<file path="src/rtl/uart_tx_feeder_pkg.sv">
// Shared types and widths for the UART transmit path.
package uart_tx_feeder_pkg;

    localparam int unsigned UART_DATA_W = 8;
    localparam int unsigned FIFO_DEPTH  = 16;

    typedef enum logic [1:0] {
        IDLE = 2'd0,
        SENT = 2'd1,
        WAIT = 2'd2
    } tx_state_t;

endpackage

</file>
<file path="src/rtl/uart_tx_feeder_if.sv">
// Producer write port plus transmitter start/data/busy handshake.
interface uart_tx_feeder_if
    import uart_tx_feeder_pkg::*;
#(
    parameter int unsigned DEPTH = FIFO_DEPTH
) ();

    localparam int unsigned ADDR_W = $clog2(DEPTH);

    logic                   wr_en;
    logic [UART_DATA_W-1:0] wr_data;
    logic                   full;
    logic                   empty;
    logic [ADDR_W:0]        count;
    logic                   overflow;
    logic                   TxD_start;
    logic [UART_DATA_W-1:0] TxD_data;
    logic                   TxD_busy;

    modport master (
        output wr_en, wr_data, TxD_busy,
        input  full, empty, count, overflow, TxD_start, TxD_data
    );

    modport slave (
        input  wr_en, wr_data, TxD_busy,
        output full, empty, count, overflow, TxD_start, TxD_data
    );

endinterface

</file>
<file path="src/rtl/uart_tx_feeder_fifo.sv">
// Byte FIFO with registered read data; a pop frees a slot for a same-cycle push.
module uart_byte_fifo
    import uart_tx_feeder_pkg::*;
#(
    parameter  int unsigned DEPTH  = FIFO_DEPTH,
    localparam int unsigned ADDR_W = $clog2(DEPTH)
) (
    input  logic                   clk,
    input  logic                   rst_n,
    input  logic                   push_i,
    input  logic                   pop_i,
    input  logic [UART_DATA_W-1:0] data_i,
    output logic [UART_DATA_W-1:0] data_o,
    output logic                   full_o,
    output logic                   empty_o,
    output logic [ADDR_W:0]        count_o,
    output logic                   overflow_o
);

    logic [UART_DATA_W-1:0] mem_q [DEPTH];
    logic [UART_DATA_W-1:0] data_q;
    logic [ADDR_W-1:0]      wr_ptr_q, wr_ptr_d;
    logic [ADDR_W-1:0]      rd_ptr_q, rd_ptr_d;
    logic [ADDR_W:0]        count_q, count_d;
    logic                   full_q, empty_q, overflow_q;
    logic                   push_ok_c, pop_ok_c;

    always_comb begin
        pop_ok_c  = pop_i & ~empty_q;
        push_ok_c = push_i & (~full_q | pop_ok_c);
        wr_ptr_d  = push_ok_c ? wr_ptr_q + ADDR_W'(1) : wr_ptr_q;
        rd_ptr_d  = pop_ok_c  ? rd_ptr_q + ADDR_W'(1) : rd_ptr_q;
        count_d   = count_q + (ADDR_W+1)'(push_ok_c) - (ADDR_W+1)'(pop_ok_c);
    end

    // Storage needs no reset: occupancy alone decides what is valid.
    always_ff @(posedge clk) begin
        if (push_ok_c) begin
            mem_q[wr_ptr_q] <= data_i;
        end
    end

    always_ff @(posedge clk or negedge rst_n) begin
        if (!rst_n) begin
            wr_ptr_q   <= '0;
            rd_ptr_q   <= '0;
            count_q    <= '0;
            full_q     <= 1'b0;
            empty_q    <= 1'b1;
            overflow_q <= 1'b0;
            data_q     <= '0;
        end else begin
            wr_ptr_q   <= wr_ptr_d;
            rd_ptr_q   <= rd_ptr_d;
            count_q    <= count_d;
            full_q     <= (count_d == (ADDR_W+1)'(DEPTH));
            empty_q    <= (count_d == '0);
            overflow_q <= push_i & full_q & ~pop_ok_c;
            if (pop_ok_c) begin
                data_q <= mem_q[rd_ptr_q];
            end
        end
    end

    assign data_o     = data_q;
    assign full_o     = full_q;
    assign empty_o    = empty_q;
    assign count_o    = count_q;
    assign overflow_o = overflow_q;

endmodule

</file>
<file path="src/rtl/uart_tx_feeder.sv">
// Drains the byte FIFO into the async transmitter, one launch per idle transmitter.
module uart_tx_feeder
    import uart_tx_feeder_pkg::*;
#(
    parameter int unsigned DEPTH = FIFO_DEPTH
) (
    input  logic             FPGA_CLK1_50,
    input  logic             reset_n,
    uart_tx_feeder_if.slave  bus
);

    tx_state_t state_q, state_d;
    logic      launch_c;
    logic      start_q;

    // Popped head lands in the FIFO read register, which is TxD_data itself.
    uart_byte_fifo #(
        .DEPTH (DEPTH)
    ) u_fifo (
        .clk        (FPGA_CLK1_50),
        .rst_n      (reset_n),
        .push_i     (bus.wr_en),
        .pop_i      (launch_c),
        .data_i     (bus.wr_data),
        .data_o     (bus.TxD_data),
        .full_o     (bus.full),
        .empty_o    (bus.empty),
        .count_o    (bus.count),
        .overflow_o (bus.overflow)
    );

    // SENT covers the cycle where busy has not yet risen after a launch.
    always_comb begin
        state_d  = state_q;
        launch_c = 1'b0;
        case (state_q)
            IDLE: begin
                if (!bus.empty && !bus.TxD_busy) begin
                    launch_c = 1'b1;
                    state_d  = SENT;
                end
            end
            SENT: begin
                state_d = WAIT;
            end
            WAIT: begin
                if (!bus.TxD_busy) begin
                    if (!bus.empty) begin
                        launch_c = 1'b1;
                        state_d  = SENT;
                    end else begin
                        state_d = IDLE;
                    end
                end
            end
            default: begin
                state_d = IDLE;
            end
        endcase
    end

    always_ff @(posedge FPGA_CLK1_50 or negedge reset_n) begin
        if (!reset_n) begin
            state_q <= IDLE;
            start_q <= 1'b0;
        end else begin
            state_q <= state_d;
            start_q <= launch_c;
        end
    end

    assign bus.TxD_start = start_q;

endmodule

</file>
<file path="src/flat_wrapper.sv">
// flat-port wrapper written by rule: the top's interface ports become plain ports
module uart_tx_feeder_flat import uart_tx_feeder_pkg::*;
#(
    parameter int unsigned DEPTH = FIFO_DEPTH
)
  (FPGA_CLK1_50, reset_n, bus_wr_en, bus_wr_data, bus_TxD_busy, bus_full, bus_empty, bus_count, bus_overflow, bus_TxD_start, bus_TxD_data);
  uart_tx_feeder_if #(.DEPTH(DEPTH)) bus_i ();
  input  logic FPGA_CLK1_50;
  input  logic reset_n;
  input wire logic [$bits(bus_i.wr_en)-1:0] bus_wr_en;
  input wire logic [$bits(bus_i.wr_data)-1:0] bus_wr_data;
  input wire logic [$bits(bus_i.TxD_busy)-1:0] bus_TxD_busy;
  output wire logic [$bits(bus_i.full)-1:0] bus_full;
  output wire logic [$bits(bus_i.empty)-1:0] bus_empty;
  output wire logic [$bits(bus_i.count)-1:0] bus_count;
  output wire logic [$bits(bus_i.overflow)-1:0] bus_overflow;
  output wire logic [$bits(bus_i.TxD_start)-1:0] bus_TxD_start;
  output wire logic [$bits(bus_i.TxD_data)-1:0] bus_TxD_data;
  assign bus_i.wr_en = bus_wr_en;
  assign bus_i.wr_data = bus_wr_data;
  assign bus_i.TxD_busy = bus_TxD_busy;
  assign bus_full = bus_i.full;
  assign bus_empty = bus_i.empty;
  assign bus_count = bus_i.count;
  assign bus_overflow = bus_i.overflow;
  assign bus_TxD_start = bus_i.TxD_start;
  assign bus_TxD_data = bus_i.TxD_data;
  uart_tx_feeder #(.DEPTH(DEPTH)) u_core (.FPGA_CLK1_50(FPGA_CLK1_50), .reset_n(reset_n), .bus(bus_i));
endmodule
</file>
<file path="config.mk">
export PLATFORM = sky130hd
export DESIGN_NAME = uart_tx_feeder_flat
export DESIGN_NICKNAME = d
export VERILOG_FILES = /design/src/rtl/uart_tx_feeder_pkg.sv /design/src/rtl/uart_tx_feeder_if.sv /design/src/rtl/uart_tx_feeder_fifo.sv /design/src/rtl/uart_tx_feeder.sv /design/src/flat_wrapper.sv
export SDC_FILE = /design/constraint.sdc
export NUM_CORES = 1
export LEC_CHECK = 0
export ABC_AREA = 1
export BUFFER_PORTS_ARGS = -buffer_cell sky130_fd_sc_hd__buf_2
export CAP_MARGIN = 10
export CORE_ASPECT_RATIO = 1.1
export CORE_MARGIN = 3
export CORE_UTILIZATION = 60
export CTS_BUF_LIST = sky130_fd_sc_hd__clkbuf_16
export DETAILED_ROUTE_END_ITERATION = 8
export GPL_TIMING_DRIVEN = 0
export MAX_ROUTING_LAYER = met4
export PLACE_DENSITY = 0.78
export SYNTH_ARGS = -nofsm -noshare
export SYNTH_HDL_FRONTEND = slang
export SYNTH_SLANG_ARGS = --single-unit
</file>
<file path="constraint.sdc">
create_clock -name FPGA_CLK1_50 -period 6.25 [get_ports FPGA_CLK1_50]
set_input_delay 0.9375 -clock FPGA_CLK1_50 [delete_from_list [all_inputs] [get_ports FPGA_CLK1_50]]
set_output_delay 0.9375 -clock FPGA_CLK1_50 [all_outputs]
set_load 0.005 [all_outputs]
</file>
==> After elaboration in Yosys (flattened, before gate mapping) <==
Memories as Yosys holds them, arrays and structs flattened. A register that Yosys moved wholly into a read port is not among the register bits.
Index checks and enable logic that the tools add are counted.
{ "op_classes": {"n_addsub": 4, "n_reduce_logical": 7, "eq_ne": 5, "bitwise_logic": 8, "mux": 10} }
{ "ops": {"columns": ["op", "n"], "rows": [
  ["4-bit by 1-bit adder with 4-bit output (second input constant)", 2],
  ["1-bit two-way mux", 6],
  ["2-bit one-hot mux with 3 select lines", 1],
  ["5-bit by 1-bit adder with 5-bit output", 1],
  ["5-bit == test (second input constant)", 1],
  ["5-bit zero test", 1],
  ["5-bit by 1-bit subtractor with 5-bit output", 1],
  ["1-bit AND", 4],
  ["2-bit two-way mux", 2],
  ["1-bit zero test", 3],
  ["1-bit inverter", 3],
  ["2-bit by 1-bit == test with 1-bit output (second input constant)", 1],
  ["2-bit == test (second input constant)", 1],
  ["2-bit zero test", 1],
  ["2-bit by 1-bit inequality test with 1-bit output (second input constant)", 1],
  ["2-bit inequality test (second input constant)", 1],
  ["1-bit one-hot mux with 2 select lines", 1],
  ["2-bit AND reduction", 1],
  ["1-bit logical AND", 1],
  ["1-bit bitwise OR", 1]
]} }
{ "totals": {"ram_bits": 128, "input_bits": 12, "n_memories": 1, "elab_cells": 43, "register_bits": 19} }
{ "memory_table": {"columns": ["name", "words", "width", "rd", "rd_ports_with_merged_regs", "wr", "line_no", "rtl"], "rows": [
  ["u_core.u_fifo.mem_q", 16, 8, 1, 1, 1, "uart_tx_feeder_fifo.sv:20", "logic [UART_DATA_W-1:0] mem_q [DEPTH];"]
]} }

==> Longest topological paths before layout <==
{ "logic_depth": {"depth_word": 10, "mapped_depth": 13} }

==> Modules after synthesis <==
Synthesis repeated with hierarchy kept, for this count alone.
{ "hier_totals": {"cells_unflattened": 680, "hier_area_um2": 6820.3} }
{ "modules_own_cells": {"columns": ["module", "cells_each", "seq_area_each_um2", "area_each_um2", "instances"], "rows": [
  ["uart_byte_fifo", 676, 4445.5, 6760.2, 1],
  ["uart_tx_feeder", 4, 50.0, 60.1, 1]
]} }

==> Worst setup path before layout <==
No wires, ideal clock.
{ "synth_path": {"path_type": "in2reg", "from": "in bus_TxD_busy", "to": "reg u_core.u_fifo.full_q (netlist: u_core.u_fifo.full_o)", "path_slack_ns": 3.303, "t_arrival_ns": 2.876, "stages": 13, "path_cell_list": "nor2_1 > nand2_1 > a21oi_4 > inv_1 > ha_1 > inv_1 > ha_1 > inv_1 > fa_1 > o21ai_0 > xor2_1 > inv_1 > nor2_1"} }
{ "synth_via": {"elab_chain_len": 10, "word_cells_on_any_way": 11, "cone_classes": "add/sub: 2; eq/ne: 1; mux: 3; bitwise: 3; reduce/logical: 2"} }
{ "synth_rtl": {"columns": ["item", "line_no", "rtl"], "rows": [
  ["start, declared", "flat_wrapper.sv:12", "input wire logic [$bits(bus_i.TxD_busy)-1:0] bus_TxD_busy;"],
  ["1-bit zero test", "uart_tx_feeder.sv:38", "if (!bus.empty && !bus.TxD_busy) begin"],
  ["1-bit logical AND", "uart_tx_feeder.sv:38", null],
  ["1-bit two-way mux", "uart_tx_feeder.sv:38", null],
  ["1-bit one-hot mux with 2 select lines *", "uart_tx_feeder.sv:36", "case (state_q)"],
  ["1-bit AND *", "uart_tx_feeder_fifo.sv:29", "pop_ok_c = pop_i & ~empty_q;"],
  ["1-bit bitwise OR", "uart_tx_feeder_fifo.sv:30", "push_ok_c = push_i & (~full_q | pop_ok_c);"],
  ["1-bit AND", "uart_tx_feeder_fifo.sv:30", null],
  ["5-bit by 1-bit adder with 5-bit output", "uart_tx_feeder_fifo.sv:33", "count_d = count_q + (ADDR_W+1)'(push_ok_c) - (ADDR_W+1)'(pop_ok_c);"],
  ["5-bit by 1-bit subtractor with 5-bit output *", "uart_tx_feeder_fifo.sv:33", null],
  ["via u_core.u_fifo.count_d[4]", "uart_tx_feeder_fifo.sv:24", "logic [ADDR_W:0] count_q, count_d;"],
  ["5-bit == test *", "uart_tx_feeder_fifo.sv:56", "full_q <= (count_d == (ADDR_W+1)'(DEPTH));"],
  ["end signal, assigned", "uart_tx_feeder_fifo.sv:56", null],
  ["end, declared", "uart_tx_feeder_fifo.sv:25", "logic full_q, empty_q, overflow_q;"]
]} }
Mark *: on every way through the listed nets, which the timed path passes. The rest lies on a longest branch.
A chain may end at the register's enable or synchronous reset.

==> Worst setup path after layout <==
Ends and elaborated chain as after synthesis.

==> results.sh <==
export IMPL_wl_per_cell_um=18.7
export IMPL_status="completed"
export IMPL_cts_tree="built"
export IMPL_antenna_cells=0
export IMPL_synthDistinctLibCells=23
export IMPL_path_clk_slew_ns=0.06
export IMPL_grt_pass1_vias=4161
export IMPL_grt_max_degree=27
export IMPL_hold_buffers=0
export IMPL_antenna_found_initial=0
export IMPL_slew_headroom_pct=40.4
export IMPL_num_vias=4286
export IMPL_cp_required_ns=6.60
export IMPL_muxShareOfSynthArea_pct=0
export IMPL_pre_cts_ws_ns=2.87
export IMPL_fmax_ghz=0.342
export IMPL_pin_count=29
export IMPL_io_buffers=28
export IMPL_firstDrtPassIters=6
export IMPL_fin_crit_sh_pct=46.8
export IMPL_fin_ws_ns=3.32
export IMPL_dp_hpwl_um=9300
export IMPL_core_um2=10100
export IMPL_rsz0062_at_grt="false"
export IMPL_ys_flop_type="edfxtp_1"
export IMPL_hp_class="register to register"
export IMPL_start_util_pct=63.4
export IMPL_final_layout_size_suffix_gt1_share_pct=13.9
export IMPL_drc_errors=0
export IMPL_syn_inst=560
export IMPL_postCtsResizedCells=0
export IMPL_clock_latency_ns=0.42
export IMPL_cts_sinks=154
export IMPL_grt_usage_pct=26.1
export IMPL_synth_nets=583
export IMPL_row_count=38
export IMPL_fillerInstances=685
export IMPL_synth_top_family_by_area="simple AND/OR/NAND/NOR gates"
export IMPL_drtIter0Drc=353
export IMPL_synth_compound_area_share_pct=0.643
export IMPL_cts_htree_levels=4
export IMPL_maxSlewViolCount=0
export IMPL_numCtsBuffers=17
export IMPL_ys_seq_area_share_pct=70.0
export IMPL_finalHoldViolCount=0
export IMPL_syn_area_um2=6420
export IMPL_maxCapViolCount=0
export IMPL_yosys_warnings=0
export IMPL_grtUsageMet1_pct=31.9
export IMPL_synth_seq_cells=154
export IMPL_ir_drop_v=0.000238
export IMPL_vias_per_cell=5.64
export IMPL_overflow=0
export IMPL_worstPathMaxFanout=9
export IMPL_busiest_layer="met2"
export IMPL_synthTopCellsByArea="edfxtp_1 60%, nand2_1 12%, dfrtp_1 9.7%, nand3_1 7.6%, ha_1 1.9%"
export IMPL_start_kind="input port"
export IMPL_synthSimpleGateAreaFrac_pct=21.2
export IMPL_detail_route_antenna_nets=0
export IMPL_synth_xor_area_share_pct=1.36
export IMPL_avgSynthCellArea_um2=11.5
export IMPL_cts_root_buf="clkbuf_16"
export IMPL_worstPathArrival_ns=3.27
export IMPL_critical_path_class="input port to register"
export IMPL_gp_congestion=0.931
export IMPL_met2_usage_pct=41.9
export IMPL_grt_met3_usage_pct=6.26
export IMPL_drt_total_wl_um=14200
export IMPL_worst_pin_slew_ns=0.891
export IMPL_period_needed_ns=2.93
export IMPL_leakage_nw=2.99
export IMPL_finalSetupViolations=0
export IMPL_nets=630
export IMPL_post_cts_buffers=0
export IMPL_grt_pass1_wl_um=22200
export IMPL_yosys_area_top_type="edfxtp_1"
export IMPL_finClkSkew_ns=0.00586
export IMPL_area_growth_pct=13.7
export IMPL_die_y_um=115
export IMPL_cp_end_kind="register"
export IMPL_setup_tns_ns=0
export IMPL_synth_adder_area_share_pct=2.26
export IMPL_synth_edf_count=128
export IMPL_yosys_area_top_type_share_pct=59.8
export IMPL_power_density_nw_per_um2=491
export IMPL_die_area_um2=12000
export IMPL_dieWidth_um=105
export IMPL_synthArstFlopShare_pct=16.9
export IMPL_cts_path_max_buffers=2
## Yosys cell counts, types with 2 or more instances
| cell | instances |
|---|---|
| dfrtp_1 | 25 |
| ha_1 | 10 |
| xnor2_1 | 2 |
| buf_4 | 4 |
| a21oi_1 | 2 |
| o21ai_0 | 3 |
| nor2_1 | 20 |
| nand2_1 | 207 |
| clkinv_1 | 2 |
| xor2_1 | 8 |
| inv_1 | 20 |
| inv_2 | 2 |
| buf_2 | 8 |
| clkbuf_1 | 5 |
| nand3_1 | 97 |
| edfxtp_1 | 128 |
| nand4_1 | 2 |
| buf_6 | 10 |
## area by class of cell
type / instances / area (um2) / share of cell area (%)
Sequential cell: 154 / 4500 / 61.5
Inverter: 24 / 90.1 / 1.23
Clock buffer: 20 / 500 / 6.85
Buffer: 27 / 201 / 2.76
Timing Repair Buffer: 28 / 140 / 1.92
Multi-Input combinational cell: 355 / 1640 / 22.4
Clock inverter: 12 / 66.3 / 0.908
Tap cell: 140 / 175 / 2.40
## layer usage
metal | wire (um) | up-vias
li1 | - | 1986
met1 | 5410 | 2027
met2 | 7170 | 235
met3 | 1200 | 38
met4 | 413 | 0
met5 | 0 | -
## sequential cells by signal (all words and copies together) (netlist names)
register	flops
u_core.bus.TxD_start	1
u_core.u_fifo.wr_ptr_q	4
u_core.u_fifo.rd_ptr_q	4
u_core.u_fifo.count_o	5
u_core.u_fifo.empty_o	1
u_core.u_fifo.full_o	1
u_core.u_fifo.data_o	8
u_core.u_fifo.overflow_o	1
u_core.state_q	1
u_core.u_fifo.mem_q	128
## placed cells by master (no fill, tap or decap), types with 3 or more instances in the layout
master     instances
buf_2             36
buf_4              4
buf_6             10
clkbuf_1           5
clkbuf_16         20
clkinv_2           5
dfrtp_1           25
edfxtp_1         128
ha_1              10
inv_1             21
inv_2              4
nand2_1          207
nand3_1           97
nor2_1            20
o21ai_0            3
xor2_1             8
## stage by stage
step | hold WS [ns] | cell area (um2) | util, % | total power [mW] | cells
after global routing | 0.518 | 7300 | 72.1 | 3.79 | 760
after global placement | 0.457 | 6740 | 66.5 | 2.58 | 728
final | 0.472 | 7300 | 72.1 | 3.59 | 760
after detailed placement | 0.462 | 6740 | 66.5 | 2.62 | 728
after floorplan | 0.472 | 6420 | - | 2.23 | 560
after CTS | 0.478 | 7300 | 72.1 | 3.58 | 760
## power breakdown
part | internal, mW | switching (mW) | leakage, nW
Clock | 0.572 | 0.390 | 0.297
Combinational | 0.427 | 0.852 | 1.22
Sequential | 1.28 | 0.0691 | 1.47
## path summary, 6_finish.rpt
kind	slack [ns]	to	depth (start not counted)	start
hold reg to reg	0.47	u_core.u_fifo.data_o[5]$_DFFE_PN0P_	2	u_core.u_fifo.data_o[5]$_DFFE_PN0P_
setup / recovery	3.32	u_core.u_fifo.full_o$_DFF_PN0_	14	bus_TxD_busy
hold / removal	0.47	u_core.u_fifo.data_o[5]$_DFFE_PN0P_	2	u_core.u_fifo.data_o[5]$_DFFE_PN0P_
max in group asynchronous	5.38	u_core.u_fifo.empty_o$_DFF_PN1_	1	reset_n
min in group asynchronous	0.50	u_core.u_fifo.data_o[3]$_DFFE_PN0P_	1	reset_n
setup reg to reg	3.49	u_core.u_fifo.full_o$_DFF_PN0_	13	u_core.u_fifo.empty_o$_DFF_PN1_
## critical path, cell delays in order
cell and delay, ns:
buf_2 0.09, nor2_1 0.07, nand2_1 0.16, a21oi_4 0.30, inv_1 0.08, ha_1 0.29
inv_1 0.06, ha_1 0.15, inv_1 0.06, fa_1 0.39, o21ai_0 0.24, xor2_1 0.28
inv_1 0.08, nor2_1 0.09
## cells by family after synthesis
kind of cell,after synthesis
XOR/XNOR,10
AND/OR/NAND/NOR,328
AO/OA/AOI/OAI,6
buffers and inverters,51
flip-flops,154
adder cells (fa/ha/maj),11
Power figures use the tool's default switching activity.
